[src/rtl/mem_trace_buf.sv]
// Capture buffer for the memory write bus: filters writes by address window,
// stamps them with a free-running cycle count and queues them for a
// valid/ready consumer. Writes that find the queue full are counted, not stalled.
module mem_trace_buf #(
  parameter int unsigned ADDR_WID = 32,
  parameter int unsigned DATA_WID = 32,
  parameter int unsigned DEPTH    = 16,
  parameter int unsigned TS_WID   = 16,
  parameter int unsigned CNT_WID  = 16
) (
  input  logic                    clk,
  input  logic                    rst,
  input  logic                    mem_we,
  input  logic [ADDR_WID-1:0]     mem_addr,
  input  logic [DATA_WID-1:0]     mem_data,
  input  logic                    filt_en,
  input  logic [ADDR_WID-1:0]     filt_lo,
  input  logic [ADDR_WID-1:0]     filt_hi,
  output logic                    out_valid,
  input  logic                    out_ready,
  output logic [ADDR_WID-1:0]     out_addr,
  output logic [DATA_WID-1:0]     out_data,
  output logic [TS_WID-1:0]       out_ts,
  output logic [$clog2(DEPTH):0]  level,
  output logic                    overflow,
  output logic [CNT_WID-1:0]      drop_cnt,
  input  logic                    clr_ovf
);

  localparam int unsigned IDX_WID = $clog2(DEPTH);
  localparam int unsigned PTR_WID = IDX_WID + 1;

  typedef struct packed {
    logic [ADDR_WID-1:0] addr;
    logic [DATA_WID-1:0] data;
    logic [TS_WID-1:0]   ts;
  } entry_t;

  entry_t               mem_q [DEPTH];
  entry_t               wr_entry;
  entry_t               head;

  logic [PTR_WID-1:0]   wr_ptr_q, wr_ptr_d;
  logic [PTR_WID-1:0]   rd_ptr_q, rd_ptr_d;
  logic [TS_WID-1:0]    ts_q, ts_d;
  logic [CNT_WID-1:0]   drop_cnt_q, drop_cnt_d;
  logic                 overflow_q, overflow_d;

  logic in_win, hit, empty, full, pop, push, drop;

  // Qualify the bus write, decide push/pop/drop and compute next state.
  always_comb begin
    in_win     = (filt_lo <= mem_addr) && (mem_addr <= filt_hi);
    hit        = mem_we && (!filt_en || in_win);
    empty      = (wr_ptr_q == rd_ptr_q);
    full       = (wr_ptr_q[IDX_WID-1:0] == rd_ptr_q[IDX_WID-1:0]) &&
                 (wr_ptr_q[IDX_WID] != rd_ptr_q[IDX_WID]);
    pop        = !empty && out_ready;
    // A pop in the same cycle frees the slot, so a full queue still accepts.
    push       = hit && (!full || pop);
    drop       = hit && full && !pop;

    wr_entry.addr = mem_addr;
    wr_entry.data = mem_data;
    wr_entry.ts   = ts_q;

    wr_ptr_d   = wr_ptr_q + PTR_WID'(push);
    rd_ptr_d   = rd_ptr_q + PTR_WID'(pop);
    ts_d       = ts_q + TS_WID'(1);

    // Clear takes effect before a same-cycle drop is counted.
    drop_cnt_d = clr_ovf ? '0 : drop_cnt_q;
    overflow_d = clr_ovf ? 1'b0 : overflow_q;
    if (drop) begin
      overflow_d = 1'b1;
      if (drop_cnt_d != '1) drop_cnt_d = drop_cnt_d + CNT_WID'(1);
    end
  end

  // Control state: pointers, timestamp and overflow bookkeeping.
  always_ff @(posedge clk or posedge rst) begin
    if (rst) begin
      wr_ptr_q   <= '0;
      rd_ptr_q   <= '0;
      ts_q       <= '0;
      drop_cnt_q <= '0;
      overflow_q <= 1'b0;
    end else begin
      wr_ptr_q   <= wr_ptr_d;
      rd_ptr_q   <= rd_ptr_d;
      ts_q       <= ts_d;
      drop_cnt_q <= drop_cnt_d;
      overflow_q <= overflow_d;
    end
  end

  // Entry storage; unreset, the head is masked while the queue is empty.
  always_ff @(posedge clk) begin
    if (push) mem_q[wr_ptr_q[IDX_WID-1:0]] <= wr_entry;
  end

  // Head presentation and status, all derived from registered state.
  always_comb begin
    head      = mem_q[rd_ptr_q[IDX_WID-1:0]];
    out_valid = !empty;
    out_addr  = empty ? '0 : head.addr;
    out_data  = empty ? '0 : head.data;
    out_ts    = empty ? '0 : head.ts;
    level     = wr_ptr_q - rd_ptr_q;
    overflow  = overflow_q;
    drop_cnt  = drop_cnt_q;
  end

endmodule

[config.mk]
export PLATFORM = sky130hd
export DESIGN_NAME = mem_trace_buf
export DESIGN_NICKNAME = d
export VERILOG_FILES = /design/src/rtl/mem_trace_buf.sv
export SDC_FILE = /design/constraint.sdc
export NUM_CORES = 1
export LEC_CHECK = 0
export BUFFER_PORTS_ARGS = -buffer_cell sky130_fd_sc_hd__clkbuf_2
export CAP_MARGIN = 30
export CORE_AREA = 2 2 345 347
export DETAILED_ROUTE_END_ITERATION = 10
export DIE_AREA = 0 0 347 349
export HOLD_SLACK_MARGIN = 0.12
export SLEW_MARGIN = 10
export SYNTH_ARGS = -nofsm -noshare
export SYNTH_HDL_FRONTEND = slang
export SYNTH_SLANG_ARGS = --single-unit
[constraint.sdc]
create_clock -name clk -period 12.8 [get_ports clk]
set_input_delay 1.28 -clock clk [delete_from_list [all_inputs] [get_ports clk]]
set_output_delay 1.28 -clock clk [all_outputs]
set_load 0.01 [all_outputs]
==> results of run 1 <==
==> routing by layer <==
layer,part of all wire,vias to the layer above,global-route usage
met5,0.00031,-,0
met4,0.020,6,0.0547
met3,0.067,162,0.0438
met2,0.49,738,0.323
met1,0.42,13200,0.278
li1,-,10500,-
==> cells in the mapped netlist, types with 2 or more instances <==
cell type	instances	share of area
or4_1	6	0.00086
o211ai_1	2	0.00029
buf_1	39	0.0028
nand4_1	20	0.0024
a211oi_1	3	0.00043
or3_1	3	0.00036
and3_1	10	0.0012
o21ai_0	9	0.00086
mux4_2	400	0.17
nand2_1	31	0.0022
nor2_1	16	0.0011
nand3_1	16	0.0015
xnor2_1	23	0.0038
or4_4	2	0.00043
clkbuf_1	65	0.0047
buf_6	2	0.00043
o22ai_1	4	0.00048
inv_1	79	0.0057
a21o_1	11	0.0016
nand2b_1	8	0.00096
nor3_1	11	0.0011
a21oi_1	32	0.0031
o31ai_1	5	0.00072
ha_1	74	0.018
dfrtp_1	43	0.021
nor4_1	10	0.0012
edfxtp_1	1280	0.73
nor2b_1	92	0.011
mux2_2	5	0.0011
xor2_1	7	0.0012
nor3b_1	3	0.00043
==> sequential cells by signal (all words and copies together), names as in the netlist <==
register,count
mem_q,1280
drop_cnt,16
ts_q,16
rd_ptr_q,5
wr_ptr_q,5
overflow,1
==> final timing paths <==
| check | from | slack, ps | end | cells past startpoint |
|---|---|---|---|---|
| setup / recovery | mem_addr[26] | 6290 | mem_q[0][42]$_DFFE_PP_ | 13 |
| hold / removal | rst | 500 | ts_q[8]$_DFF_PP0_ | 2 |
| setup reg to reg | rd_ptr_q[2]$_DFF_PP0_ | 8070 | mem_q[0][42]$_DFFE_PP_ | 8 |
| hold reg to reg | rd_ptr_q[4]$_DFF_PP0_ | 510 | rd_ptr_q[4]$_DFF_PP0_ | 1 |
| max in group asynchronous | rst | 11790 | rd_ptr_q[2]$_DFF_PP0_ | 3 |
| min in group clk | rd_ptr_q[4]$_DFF_PP0_ | 510 | rd_ptr_q[4]$_DFF_PP0_ | 1 |
==> layout make-up <==
class,count,area (µm²)
Multi-Input combinational cell,819,12200
Fill cell,9101,57100
Clock buffer,175,3740
Inverter,80,305
Clock inverter,69,515
Timing Repair Buffer,310,2170
Sequential cell,1323,39500
Antenna cell,5,12.5
Tap cell,1536,1920
==> power groups by stage <==
stage	Clock (mW)	Combinational, mW	Sequential, mW
4_1_cts	3.85	3.91	5.25
3_5_place_dp	0	3.89	5.34
5_1_grt	4.02	4.17	5.24
3_3_place_gp	0	3.81	5.33
2_1_floorplan	0	2.56	5.25
6_report	3.76	3.88	5.21
==> logic make-up after synthesis <==
family          count (synthesis)
mux                           405
simple gates                  235
flops                        1323
compound gates                 74
fa+ha+maj                      75
buf+inv                       187
xor+xnor                       30
==> results_dict.tcl, run 1 <==
set metrics [dict create \
    netlist_instances 2329 \
    required_ps 13140 \
    cts_made_buffers 138 \
    root_buffer "clkbuf_16" \
    max_stage_delay_ps 810 \
    worstPathMaxFanout 47 \
    syn-num-nets 2538 \
    fin_hold_ws_ps 501 \
    core_mm2 0.117 \
    synth_top_family_by_area "multiplexers" \
    routed_wl_mm 120 \
    p_leak_nw 20.0 \
    cts_setup_buffers 0 \
    ctsHoldBuffers 0 \
    start_util 0.446 \
    wire_per_inst_um 27.7 \
    maxSlewViolCount 0 \
    hp-class "in -> async" \
    setup_ws_ps 6290 \
    sw_frac_of_total 0.293 \
    maxCapViolCount 0 \
    yosys.area_share.simple 0.0260 \
    syn_to_final_growth_pct 15.4 \
    grt_pass1_vias 26200 \
    die_h_um 349 \
    total_power_mw 12.9 \
    worstSkewPairLatency_ps 730 \
    grt_usage 0.200 \
    antenna_found_initial 5 \
    cts.sink_count 1323 \
    overflow 0 \
    drc 0 \
    fmax_mhz 154 \
    grt_pass1_wl_mm 177 \
    final_area_mm2 0.0604 \
    synth_xor_area_frac 0.00502 \
    cp.arrival_ps 6850 \
    dieArea_mm2 0.121 \
    post-route-period-util 0.509 \
    ys_seq_elements 1323 \
    worstSetupPathType "in -> reg" \
    ys_warn_count 0 \
    drt_iter0_markers 2179 \
    nets 2881 \
    yosys.area_share.adder 0.0181 \
    ant_nets 0 \
    p_seq_frac 0.405 \
    power_switching_mw 3.77 \
    hold_viol 0 \
    powerDensity_mw_per_mm2 213 \
    postSynthAreaPerCell_um2 22.5 \
    placed_cells 4060 \
    crit_path_cell_trace "clkbuf_2, inv_1, ha_1, nand4_1, or4_4, nor3_4, nor3_1, a22oi_4, a31oi_4, or3b_1, nor2_4, buf_4, buf_4" \
    path_clk_slew_ps 60 \
    htreeDepth 4 \
    routabilityCongestion 0.859 \
    place_area_mm2 0.0559 \
    synthMuxAreaShare 0.173 \
    slew_headroom 0.336 \
    port_buffers 236 \
    synth_compound_area_frac 0.00920 \
    yosysSeqAreaShare 0.755 \
    timing.setup.tns_ps 0 \
    tightestPinTransition_ps 995 \
    layout_common_cells "edfxtp_1 (1280), mux4_2 (400), clkbuf_2 (236), clkbuf_16 (143), nor2b_1 (92)" \
    pre_cts_slack_ps 5600 \
    synth_edf_count 1280 \
    path_delay_family "simple AND/OR/NAND/NOR gates" \
    power.internal_mw 9.09 \
    peakVddDrop_v 0.000192 \
    final_common_cell "edfxtp_1" \
    hpwl_mm 69.4 \
    skew_ps 32.8 \
    path_common_cell "buf_4" \
    fin_util 0.514 \
    synth_cell_types 49 \
    clock_power_share 0.293 \
    syn_area_mm2 0.0523 \
    period_needed_ps 6510 \
    rsz0062_at_grt "no" \
    crit_buf_inv 4 \
    cts_buffer_depth 3 \
    ys.flop_type "edfxtp_1" \
    drive_above_1_share 0.336 \
    vias 24600 \
    cp-end-kind "register" \
    io-pin-count 237 \
    setup_viol 0 \
    cpMaxStageDelayCell "or3b_1" \
    cts_resized 0 \
    first_pass_iters 7 \
    synthArstFlopShare 0.0325 \
    die_w_um 347 \
    final_cells 4317 \
    status "finished clean" \
    pwr-share-comb 0.302 \
    via_per_inst 5.70 \
    cts_tree "yes" \
    grt_max_degree 147 \
    fp-row-count 126 \
    crit_path_start_kind "input port" \
]
Power figures use the tool's default switching activity.
==> run 2, diff against run 1 <==
Clock period 12.8 ns to 6.37 ns, I/O delays scaled along.
==> run 2 against run 1 <==
Via count increased by 1.1%. Final area increased by 0.42%. Clock skew decreased by 6.3 ps. Total power increased by 100%. Count of clock-buffer cells in the layout decreased by 4.
==> results_dict.tcl, run 2 (synthesis results as in run 1) <==
set metrics [dict create \
    io-pin-count 237 \
    fmax_mhz 209 \
    ant_nets 0 \
    peakVddDrop_v 0.000406 \
    setup_viol 0 \
    cp.arrival_ps 5140 \
    worstSkewPairLatency_ps 750 \
    cts_buffer_depth 3 \
    worst-r2r-setup-slack_ps 2500 \
    powerDensity_mw_per_mm2 429 \
    worstPathMaxFanout 34 \
    required_ps 6720 \
    hpwl_mm 67.4 \
    overflow 0 \
    reg2reg_to "drop_cnt[7]$_DFF_PP0_" \
    cp-end-kind "register" \
    cts_setup_buffers 0 \
    first_pass_iters 5 \
    startpoint "mem_addr[25]" \
    via_per_inst 5.78 \
    final_cells 4304 \
    status "finished clean" \
    post-route-period-util 0.751 \
    die_h_um 349 \
    vias 24900 \
    grt_pass1_wl_mm 177 \
    layout_common_cells "edfxtp_1 (1280), mux4_2 (400), clkbuf_2 (236), clkbuf_16 (143), nor2b_1 (92)" \
    dieArea_mm2 0.121 \
    rsz0062_at_grt "no" \
    core_mm2 0.117 \
    period_needed_ps 4790 \
    drc 0 \
    nets 2870 \
    hold_viol 0 \
    skew_ps 26.5 \
    final_common_cell "edfxtp_1" \
    grt_usage 0.200 \
    crit_path_start_kind "input port" \
    cts_tree "yes" \
    cts_resized 0 \
    fp-row-count 126 \
    cts.sink_count 1323 \
    hold_depth 1 \
    grt_pass1_vias 26000 \
    slew_headroom 0.365 \
    routabilityCongestion 0.798 \
    cts_made_buffers 137 \
    drt_iter0_markers 2400 \
    fin_hold_ws_ps 295 \
    die_w_um 347 \
    hold_start "mem_data[26]" \
    maxCapViolCount 0 \
    reg2reg_depth 9 \
    holdPathEnd "mem_q[7][42]$_DFFE_PP_" \
    routed_wl_mm 119 \
    placed_cells 4056 \
    grt_max_degree 134 \
    wire_per_inst_um 27.7 \
    htreeDepth 4 \
    hp-class "in -> reg" \
    drive_above_1_share 0.336 \
    ctsHoldBuffers 1 \
    path_clk_slew_ps 60 \
    port_buffers 236 \
    maxSlewViolCount 0 \
    root_buffer "clkbuf_16" \
    p_leak_nw 20.1 \
    largest_register_ffs 1280 \
    tightestPinTransition_ps 953 \
    regToRegStartpoint "rd_ptr_q[2]$_DFF_PP0_" \
    start_util 0.446 \
    antenna_found_initial 10 \
    worstSetupPathType "in -> reg" \
    syn_to_final_growth_pct 15.9 \
]
[run 2: cell types whose count changed in the layout (fill, tap and decap cells not counted), moves of 5 or more]
cell / change
buf_12: +31
buf_16: -16
nor4_4: +6
nor3_2: -9
nor4_2: -6
bufinv_16: +5
nor3_4: +9
buf_4: -24
clkbuf_1: -6
[run 2: power breakdown]
part / leakage (nW) / total (mW) / switching [mW] / internal, mW
logic: 5.84 / 7.72 / 4.01 / 3.71
clock network: 2.17 / 7.81 / 3.23 / 4.58
registers: 12.1 / 10.5 / 0.334 / 10.2
total: 20.1 / 26.0 / 7.57 / 18.4
[run 2: how the worst max path moves through the flow]
stage,to,slack [ps],depth (start not counted)
floorplan,mem_q[12][0]$_DFFE_PP_,-1390,11
global route,mem_q[3][34]$_DFFE_PP_,1390,11
global placement,mem_q[8][17]$_DFFE_PP_,930,13
CTS,out_ts[15],1640,5
finish,mem_q[3][35]$_DFFE_PP_,1580,13
detailed placement,mem_q[8][18]$_DFFE_PP_,850,13
[run 2: layout make-up]
cell class / instances / area [µm²]
tap: 1536 / 1920
multi-input combinational: 819 / 12300
sequential: 1323 / 39500
inverter: 80 / 305
clock buffer: 171 / 3740
antenna: 1 / 2.50
timing repair buffer: 300 / 2160
fill: 9020 / 56800
clock inverter: 74 / 676
[run 2: metrics by stage]
stage / cell area (µm²) / setup WS, ps / power (mW) / setup TNS [ps] / utilization
finish: 60700 / 1580 / 26.0 / 0 / 0.516
global route: 60700 / 1390 / 27.1 / 0 / 0.516
CTS: 60600 / 1640 / 26.4 / 0 / 0.516
detailed placement: 56200 / 851 / 18.6 / 0 / 0.478
global placement: 56100 / 927 / 18.4 / 0 / 0.478
floorplan: 52400 / -1390 / 15.7 / -835540 / -
[run 2: layer usage]
| layer | track usage | up-vias | share of wire |
|---|---|---|---|
| li1 | - | 10400 | - |
| met1 | 0.290 | 13500 | 0.44 |
| met2 | 0.318 | 809 | 0.48 |
| met3 | 0.0345 | 146 | 0.062 |
| met4 | 0.0492 | 6 | 0.017 |
| met5 | 0 | - | 0.00034 |
[run 2: critical path, cell delays in order]
cell,delay (ps)
clkbuf_2,350
inv_1,110
ha_1,320
nand4_1,450
or4_4,710
nor3_4,230
nor3_1,100
a22oi_4,220
a31oi_4,300
or3b_1,450
buf_4,280
nor4_4,360
buf_4,560
